--- config.mk ---
export PLATFORM = sky130hd
export DESIGN_NAME = credit_scheduler_flat
export DESIGN_NICKNAME = d
export VERILOG_FILES = /design/src/rtl/credit_scheduler_if.sv /design/src/rtl/credit_scheduler.sv /design/src/flat_wrapper.sv
export SDC_FILE = /design/constraint.sdc
export NUM_CORES = 1
export LEC_CHECK = 0
export BUFFER_PORTS_ARGS = -buffer_cell sky130_fd_sc_hd__buf_2
export CAP_MARGIN = 20
export CORE_UTILIZATION = 50
export CTS_BUF_LIST = sky130_fd_sc_hd__clkbuf_4 sky130_fd_sc_hd__clkbuf_8 sky130_fd_sc_hd__clkbuf_16
export DETAILED_ROUTE_END_ITERATION = 7
export PLACE_DENSITY = 0.94
export SKIP_CTS_REPAIR_TIMING = 1
export SYNTH_ARGS = -nofsm -noshare
export SYNTH_HDL_FRONTEND = slang
export SYNTH_SLANG_ARGS = --single-unit
--- constraint.sdc ---
create_clock -name clk -period 13.6 [get_ports clk]
set_input_delay 1.36 -clock clk [delete_from_list [all_inputs] [get_ports clk]]
set_output_delay 1.36 -clock clk [all_outputs]
set_load 0.01 [all_outputs]
--- src/rtl/credit_scheduler_if.sv ---
// ============================================================================
// Module   : credit_scheduler_if
// Brief    : Request/return/grant bundle between requesters and the credit
//            scheduler.
// Revision : 1.0
// ============================================================================
`default_nettype none

interface credit_scheduler_if #(
    parameter int NREQ = 4,
    parameter int CW   = 4
);
    logic                reinit;
    logic [CW-1:0]       init_credits;
    logic [NREQ-1:0]     req;
    logic [2*NREQ-1:0]   req_cost;
    logic                ret_valid;
    logic [1:0]          ret_amt;
    logic                drain;
    logic [NREQ-1:0]     grant;
    logic [CW-1:0]       credits;
    logic [CW-1:0]       credits_next;
    logic                drained;
    logic                ovf_err;

    modport master (
        output reinit, init_credits, req, req_cost, ret_valid, ret_amt, drain,
        input  grant, credits, credits_next, drained, ovf_err
    );

    modport slave (
        input  reinit, init_credits, req, req_cost, ret_valid, ret_amt, drain,
        output grant, credits, credits_next, drained, ovf_err
    );
endinterface

`default_nettype wire

--- src/rtl/credit_scheduler.sv ---
// ============================================================================
// Module   : credit_scheduler
// Brief    : Round-robin arbiter that grants requesters against a shared,
//            saturating credit pool, with drain-to-full support.
// Revision : 1.0
// ============================================================================
`default_nettype none

module credit_scheduler #(
    parameter int NREQ        = 4,
    parameter int CW          = 4,
    parameter int MAX_CREDIT  = 15,
    parameter int INIT_CREDIT = 8
) (
    input  wire                 clk,
    input  wire                 rst,
    credit_scheduler_if.slave   bus
);
    localparam int PW = (NREQ > 1) ? $clog2(NREQ) : 1;

    localparam logic [1:0] S_RUN     = 2'd0;
    localparam logic [1:0] S_DRAIN   = 2'd1;
    localparam logic [1:0] S_DRAINED = 2'd2;

    localparam logic [CW:0]   c_max      = (CW+1)'(MAX_CREDIT);
    localparam logic [CW-1:0] c_max_cw   = CW'(MAX_CREDIT);
    localparam logic [CW-1:0] c_init_cw  = CW'(INIT_CREDIT);
    localparam logic [PW-1:0] c_last     = PW'(NREQ - 1);
    localparam logic [NREQ-1:0] c_one    = NREQ'(1);

    logic [1:0]      r_state;
    logic [1:0]      w_state_nxt;
    logic [CW-1:0]   r_credits;
    logic [PW-1:0]   r_ptr;
    logic            r_ovf;

    logic            w_found;
    logic [PW-1:0]   w_cand;
    logic [1:0]      w_cost;
    logic [CW:0]     w_cost_ext;
    logic [CW:0]     w_ret_ext;
    logic [CW:0]     w_sum;
    logic            w_clip;
    logic            w_run;
    logic            w_drained;
    logic            w_grant_ok;
    logic [CW-1:0]   w_credits_next;
    logic [PW-1:0]   w_ptr_inc;

    // First requester at or after the pointer, wrapping around.
    always_comb begin
        w_found = 1'b0;
        w_cand  = '0;
        for (int k = 0; k < NREQ; k++) begin
            if (!w_found && bus.req[(int'(r_ptr) + k) % NREQ]) begin
                w_found = 1'b1;
                w_cand  = PW'((int'(r_ptr) + k) % NREQ);
            end
        end
    end

    assign w_cost     = bus.req_cost[2*int'(w_cand) +: 2];
    assign w_cost_ext = {{(CW-1){1'b0}}, w_cost};
    assign w_ret_ext  = bus.ret_valid ? {{(CW-1){1'b0}}, bus.ret_amt} : '0;

    // Head-of-line only: an unaffordable candidate blocks everyone behind it.
    assign w_grant_ok = rst && !bus.reinit && w_run && w_found
                        && (w_cost_ext <= {1'b0, r_credits});

    // Grant cost never exceeds the pool, so the subtraction cannot wrap.
    assign w_sum  = {1'b0, r_credits} - (w_grant_ok ? w_cost_ext : '0) + w_ret_ext;
    assign w_clip = (w_sum > c_max);

    always_comb begin
        w_credits_next = w_clip ? c_max_cw : w_sum[CW-1:0];
        if (bus.reinit)
            w_credits_next = ({1'b0, bus.init_credits} > c_max) ? c_max_cw : bus.init_credits;
    end

    assign w_ptr_inc = (w_cand == c_last) ? '0 : w_cand + 1'b1;

    // FSM: state register
    always_ff @(posedge clk) begin
        if (!rst)
            r_state <= S_RUN;
        else
            r_state <= w_state_nxt;
    end

    // FSM: next state
    always_comb begin
        w_state_nxt = r_state;
        case (r_state)
            S_RUN:     if (bus.drain) w_state_nxt = S_DRAIN;
            S_DRAIN: begin
                if (!bus.drain)
                    w_state_nxt = S_RUN;
                else if (w_credits_next == c_max_cw)
                    w_state_nxt = S_DRAINED;
            end
            S_DRAINED: if (!bus.drain) w_state_nxt = S_RUN;
            default:   w_state_nxt = S_RUN;
        endcase
        if (bus.reinit)
            w_state_nxt = S_RUN;
    end

    // FSM: outputs
    always_comb begin
        w_run     = 1'b0;
        w_drained = 1'b0;
        case (r_state)
            S_RUN:     w_run     = 1'b1;
            S_DRAINED: w_drained = 1'b1;
            default: begin
                w_run     = 1'b0;
                w_drained = 1'b0;
            end
        endcase
    end

    always_ff @(posedge clk) begin
        if (!rst) begin
            r_credits <= c_init_cw;
            r_ptr     <= '0;
            r_ovf     <= 1'b0;
        end else begin
            r_credits <= w_credits_next;
            if (bus.reinit) begin
                r_ptr <= '0;
                r_ovf <= 1'b0;
            end else begin
                if (w_grant_ok)
                    r_ptr <= w_ptr_inc;
                r_ovf <= r_ovf | (bus.ret_valid & w_clip);
            end
        end
    end

    assign bus.grant        = w_grant_ok ? (c_one << w_cand) : '0;
    assign bus.credits      = r_credits;
    assign bus.credits_next = w_credits_next;
    assign bus.drained      = w_drained;
    assign bus.ovf_err      = r_ovf;

endmodule

`default_nettype wire

--- src/flat_wrapper.sv ---
// flat-port wrapper written by rule: the top's interface ports become plain ports
module credit_scheduler_flat 
#(
    parameter int NREQ        = 4,
    parameter int CW          = 4,
    parameter int MAX_CREDIT  = 15,
    parameter int INIT_CREDIT = 8
)
  (clk, rst, bus_reinit, bus_init_credits, bus_req, bus_req_cost, bus_ret_valid, bus_ret_amt, bus_drain, bus_grant, bus_credits, bus_credits_next, bus_drained, bus_ovf_err);
  credit_scheduler_if #(.NREQ(NREQ), .CW(CW)) bus_i ();
  input  wire clk;
  input  wire rst;
  input wire logic [$bits(bus_i.reinit)-1:0] bus_reinit;
  input wire logic [$bits(bus_i.init_credits)-1:0] bus_init_credits;
  input wire logic [$bits(bus_i.req)-1:0] bus_req;
  input wire logic [$bits(bus_i.req_cost)-1:0] bus_req_cost;
  input wire logic [$bits(bus_i.ret_valid)-1:0] bus_ret_valid;
  input wire logic [$bits(bus_i.ret_amt)-1:0] bus_ret_amt;
  input wire logic [$bits(bus_i.drain)-1:0] bus_drain;
  output wire logic [$bits(bus_i.grant)-1:0] bus_grant;
  output wire logic [$bits(bus_i.credits)-1:0] bus_credits;
  output wire logic [$bits(bus_i.credits_next)-1:0] bus_credits_next;
  output wire logic [$bits(bus_i.drained)-1:0] bus_drained;
  output wire logic [$bits(bus_i.ovf_err)-1:0] bus_ovf_err;
  assign bus_i.reinit = bus_reinit;
  assign bus_i.init_credits = bus_init_credits;
  assign bus_i.req = bus_req;
  assign bus_i.req_cost = bus_req_cost;
  assign bus_i.ret_valid = bus_ret_valid;
  assign bus_i.ret_amt = bus_ret_amt;
  assign bus_i.drain = bus_drain;
  assign bus_grant = bus_i.grant;
  assign bus_credits = bus_i.credits;
  assign bus_credits_next = bus_i.credits_next;
  assign bus_drained = bus_i.drained;
  assign bus_ovf_err = bus_i.ovf_err;
  credit_scheduler #(.NREQ(NREQ), .CW(CW), .MAX_CREDIT(MAX_CREDIT), .INIT_CREDIT(INIT_CREDIT)) u_core (.clk(clk), .rst(rst), .bus(bus_i));
endmodule
# Yosys cells after proc, flatten, opt, wreduce, memory -nomap -nowiden
# Index checks and enable logic that the tools add are counted.
# totals
register_bits	9
input_bits	23
elab_cells	80
# classes
n_shift	2
n_bitwise	6
muxes	32
n_lt_le_gt_ge	6
reduce_logical	17
eq_ne	7
add_sub_neg	6
# ops
operator	n
two-way mux 2 bit	11
two-way mux 1 bit	13
less-than comparator 3 x 4 -> 1 bit (second input constant)	3
two-way mux 4 bit	3
binary-select mux 1 bit (select 2 bit)	4
OR reduction 2 bit	4
variable part select 8 x 4 -> 2 bit	1
logical AND 1 bit	7
one-hot mux 2 bit (3 select lines)	1
adder 5 bit	1
> comparator 5 x 4 -> 1 bit (second input constant)	1
subtractor 4 x 5 -> 5 bit	1
adder 2 x 1 -> 2 bit (second input constant)	2
adder 2 bit (second input constant)	2
== test 2 bit (second input constant)	2
== test 4 bit (second input constant)	1
<= comparator 2 x 4 -> 1 bit	1
zero test 1 bit	4
!= test 2 bit (second input constant)	2
<< shifter 1 x 2 -> 4 bit (first input constant)	1
bitwise AND 1 bit (first input constant)	3
less-than comparator 2 x 3 -> 1 bit (second input constant)	1
!= test 3 x 2 -> 1 bit (second input constant)	1
AND reduction 3 bit	1
5 further kinds	5

# Depth between registers and ports, before layout
# logic_depth
ltp_word	27
ltp_mapped	19

# Worst setup path before layout
# OpenSTA, ideal clock, no wires.
# synth_path
kind	input-to-output
start	in bus_req[0]
end	out bus_credits_next[2]
path_slack_ps	7066
path_buffers	0
stages	16
arrival_time_ps	5174
path_cell_list	and2b_1 -> nor3_1 -> o21a_2 -> mux4_2 -> ha_1 -> nor2b_1 -> o211ai_1 -> o311a_2 -> nand2_1 -> fa_1 -> fa_1 -> a21oi_1 -> o21bai_1 -> xnor2_1 -> nor3_1 -> a21oi_1
# synth_via
elab_chain_len	21
# synth_rtl
item	line	rtl
from (decl)	flat_wrapper.sv:15	input wire logic [$bits(bus_i.req)-1:0] bus_req;
binary-select mux 1 bit (select 2 bit)	credit_scheduler.sv:55	if (!w_found && bus.req[(int'(r_ptr) + k) % NREQ]) begin
two-way mux 1 bit (not written as such)	credit_scheduler.sv:55	
two-way mux 1 bit	credit_scheduler.sv:55	
zero test 1 bit	credit_scheduler.sv:55	
logical AND 1 bit	credit_scheduler.sv:55	
two-way mux 1 bit	credit_scheduler.sv:55	
zero test 1 bit	credit_scheduler.sv:55	
logical AND 1 bit	credit_scheduler.sv:55	
(+5 left out)	n/a	
<= comparator 2 x 4 -> 1 bit	credit_scheduler.sv:68	&& (w_cost_ext <= {1'b0, r_credits});
logical AND 1 bit	credit_scheduler.sv:68	
two-way mux 2 bit (*)	credit_scheduler.sv:71	assign w_sum = {1'b0, r_credits} - (w_grant_ok ? w_cost_ext : '0) + w_ret_ext;
subtractor 4 x 5 -> 5 bit (*)	credit_scheduler.sv:71	
adder 5 bit (*)	credit_scheduler.sv:71	
> comparator 5 x 4 -> 1 bit	credit_scheduler.sv:72	assign w_clip = (w_sum > c_max);
two-way mux 4 bit (*)	credit_scheduler.sv:75	w_credits_next = w_clip ? c_max_cw : w_sum[CW-1:0];
two-way mux 4 bit (*)	credit_scheduler.sv:76	if (bus.reinit)
to (decl)	flat_wrapper.sv:22	output wire logic [$bits(bus_i.credits_next)-1:0] bus_credits_next;
# Mark *: on every way between the ends. The rest lies on a longest branch, timed or not. The select of a mux whose other input is x is not followed.

# Final worst setup path
# Same ends and word-level chain as after synthesis.

==> impl.org <==
** Finish
- Number of diodes added for antenna fixing :: 0
- Net count of the finished layout :: 181
- Commonest cells after routing, fill and taps aside :: buf_2, inv_1, ha_1
- The finished cells cover 1100 sq um.
- Layout fillers :: 133
- Relative to the synthesized area, the layout overhead comes to 26.0%.
- Of the cells placed in the final design, the portion with a size suffix greater than 1 is 32.9%.
- The library cell used most frequently in the layout, excluding fill and tap cells, is buf_2.

** Floorplan
- Total Die Area :: 1910 sq um
- Die width :: 43.7 um
- After floorplanning, the core was divided into 14 placement rows.
- Die height :: 43.7 um
- The initial utilization of the core area, before any placement, comes to 55.9%.
- I/O Pins :: 37
- After floorplanning, the core was sized to cover 1560 sq um.

** Routing
- The first TritonRoute pass finished after 6 iterations.
- Summed over all layers, the routed wires come to 1950 um.
- After detailed routing, the number of remaining DRC violations is 3.
- In the final routed layout, each cell accounts on average for 12.3 um.
- Routed vias/inst :: 5.45
- DRT iter0 DRCs :: 21
- Remaining number of nets flagged by the antenna check after routing :: 0
- Vias after detailed routing :: 867

** Synthesis
- Total number of yosys warnings :: 0
- Counting flops and latches in the post-synthesis netlist gives 9.
- Seq/Total Area, Yosys :: 20.7%
- Syn_area_per_cell :: 8.37 sq um
- Synthesis produced a netlist with a net count of 141.
- The portion of synthesized area spent on multiplexers is 6.32%.
- Summing the areas of all fa, ha and maj instances in the mapped netlist gives 21.8% of the synthesized area.
- The synthesized netlist devotes 21.8% of its cell area to simple gates.
- Summing every instance area after synthesis gives 871 sq um.
- Yosys mapped the design onto 35 distinct sky130hd cell types.
- Dominant combinational cell family by area after synthesis :: simple AND/OR/NAND/NOR gates
- Synthesis produced 104 cells.
- Summing the areas of all compound-gate instances in the mapped netlist gives 19.4% of the synthesized area.
- Share of the synthesized netlist area taken by xor and xnor gates :: 3.02%

** Timing
- Post-route clock period utilization :: 52.2%
- The count of pins over their slew limit was 0.
- Setup total negative slack :: 0 ps
- Final setup violation count :: 0
- Maximum frequency from static timing analysis :: 141 MHz
- For the pin with the worst max-slew slack, the measured transition is 439 ps.
- Setup repair after global routing left no endpoint under its margin.
- Hold is met by 461 ps.
- Subtracting the final worst setup slack from the clock period gives 7100 ps.
- The final-report hold violation count came to 0.
- Slew margin rel. :: 70.5%
- Post-route worst setup slack :: 6500 ps
- Fin Clk Skew :: 1.46 ps

** Setup path
- Worst setup path class :: input port to primary output
- Category of the worst setup path capture point :: primary output
- STA puts the critical path data arrival time at 5740 ps.
- The worst setup path is launched from an input port.
- In this run the worst path has a maximum fanout of 8.
- Required time of the critical path :: 12240 ps

** Placement
- Number of port buffers :: 36
- GP Congestion :: 0.795
- Dpl hpwl :: 1720 um
- Once placement finished, the instance area stood at 1070 sq um.
- Prior to clock tree synthesis, the placed netlist has a worst setup slack of 6540 ps.

** Clocking
- CTS tree :: built
- Later-pin clock latency in the skew report :: 250 ps
- Clock tree synthesis found a total of 9 sinks.
- CTS built an H-tree with a depth of 1.
- The longest clock path from root to sink contains 2 buffers.
- Clock slew seen by the registers of the worst setup and hold paths :: 60 ps
- CTS Buf Count :: 3
- Clock Root Buffer :: clkbuf_4

** Power and ir drop
- The clock network is responsible for 18.7% of the overall power.
- Sw power :: 46.6 uW
- In this run switching power makes up 39.6% of total power.
- Registers are responsible for 27.3% of the overall power.
- Internal power comes to 70.9 uW.
- Static power due to leakage :: 0.576 nW
- VDD IR max :: 0.0000916 V
- Pwr dens :: 107 nW/um^2
- Logic pwr share :: 54.0%

** GRT
- The total overflow left after global routing is 0.
- Global routing consumed, over all layers together, 22.4% of the routing resources.
- The first global-routing pass estimated 3190 um of wire.
- The number of global-route vias before repair is 806.
- Entering global routing, the biggest net connects 16 pins.
- Initial antenna violation count :: 0

** Flow run
- Max-cap violation count :: 0

** Hold path
- In this run the worst hold path is classified as flop to flop.

** Run status
- Violations in the final reports :: DRC
- Outcome :: finished, violations left
## flip-flops by register name, indices dropped and copies added (netlist names)
| signal | cells |
|---|---|
| u_core.bus.credits | 4 |
| u_core.bus.ovf_err | 1 |
| u_core.r_ptr | 2 |
| u_core.r_state | 2 |
## path summary, 6_finish.rpt
kind	endpoint	slack [ps]	depth (start not counted)	startpoint
max	bus_credits_next[2]	6500	18	bus_req[0]
min	u_core.r_state[0]	460	1	u_core.r_state[1]
max reg2reg	u_core.r_state[0]	8880	16	u_core.r_ptr[0]
min reg2reg	u_core.r_state[0]	460	1	u_core.r_state[1]
## final cells by class
cell class                 count  area [sq um]  area share [%]
tap                           16          20.0            1.82
timing repair buffer          36           180            16.4
multi-input combinational     79           631            57.5
sequential                     9           180            16.4
inverter                      15          56.3            5.13
clock buffer                   4          30.0            2.74
## worst max-delay path: stages
cell,delay [ps]
buf_2,120
and2b_1,170
nor3_1,210
o21a_2,250
mux4_2,530
ha_1,300
nor2b_1,130
o211ai_1,220
o311a_2,310
nand2_1,100
fa_1,520
fa_1,470
a21oi_1,170
o21bai_1,100
xnor2_1,380
nor3_1,130
a21oi_1,130
buf_2,140
## metal layers
layer  part of all wire [%]  GRT usage (%)
met5                      0              0
met4                    1.2           7.50
met3                    4.6           1.67
met2                     53           43.0
met1                     41           25.8
## cell families (layout without fill, tap and decap cells)
kind of cell / count (synthesis) / in the layout
AOI/OAI and AO/OA: 23 / 23
adders and majority gates: 14 / 14
DFF: 9 / 9
muxes: 3 / 3
xor gates and xnor gates: 3 / 3
buffers and inverters: 16 / 55
and+or+nand+nor: 36 / 36
## power by group through the flow
stage                     Clock [mW]  Sequential, mW  Combinational (mW)
final                         0.0219          0.0321              0.0635
after global routing          0.0237          0.0326              0.0717
after global placement             0          0.0325              0.0597
after CTS                     0.0227          0.0322              0.0636
after floorplan                    0          0.0337              0.0422
after detailed placement           0          0.0328              0.0630
## synthesized netlist by cell type
| cell type | number | area share [%] |
|---|---|---|
| nand3_1 | 2 | 1.1 |
| nand2_1 | 4 | 1.7 |
| fa_1 | 2 | 4.6 |
| a22oi_1 | 1 | 0.86 |
| and3_1 | 1 | 0.72 |
| and2_1 | 7 | 5.0 |
| a311oi_1 | 1 | 1.0 |
| nor2b_1 | 4 | 2.9 |
| dfxtp_1 | 9 | 21 |
| o21bai_1 | 1 | 0.86 |
| a211o_1 | 1 | 1.0 |
| xor2_1 | 2 | 2.0 |
| xnor2_1 | 1 | 1.0 |
| o221a_1 | 1 | 1.3 |
| and2b_1 | 1 | 0.86 |
| nand2b_1 | 1 | 0.72 |
| or2_2 | 1 | 0.72 |
| o21ai_0 | 1 | 0.57 |
| clkbuf_1 | 1 | 0.43 |
| o22a_2 | 1 | 1.1 |
| ha_1 | 12 | 17 |
| a211oi_1 | 3 | 2.6 |
| nor3b_1 | 1 | 0.86 |
| mux2i_1 | 1 | 1.1 |
| inv_1 | 15 | 6.5 |
| nand4_1 | 1 | 0.72 |
| a21o_1 | 2 | 1.7 |
| o211ai_1 | 1 | 0.86 |
| o21a_2 | 1 | 1.0 |
| mux4_2 | 2 | 5.2 |
| nor3_1 | 6 | 3.4 |
| o311a_2 | 1 | 1.3 |
| a21oi_1 | 7 | 4.0 |
| a21bo_2 | 1 | 1.1 |
| nor2_1 | 7 | 3.0 |
## through the flow
step | power (mW) | utilization (%) | cells
2_1_floorplan | 0.0759 | - | 104
3_3_place_gp | 0.0923 | 68.5 | 155
3_5_place_dp | 0.0958 | 68.5 | 155
4_1_cts | 0.119 | 70.4 | 159
5_1_grt | 0.128 | 70.4 | 159
6_report | 0.117 | 70.4 | 159
Note: power is estimated with default switching activity, not from simulation.
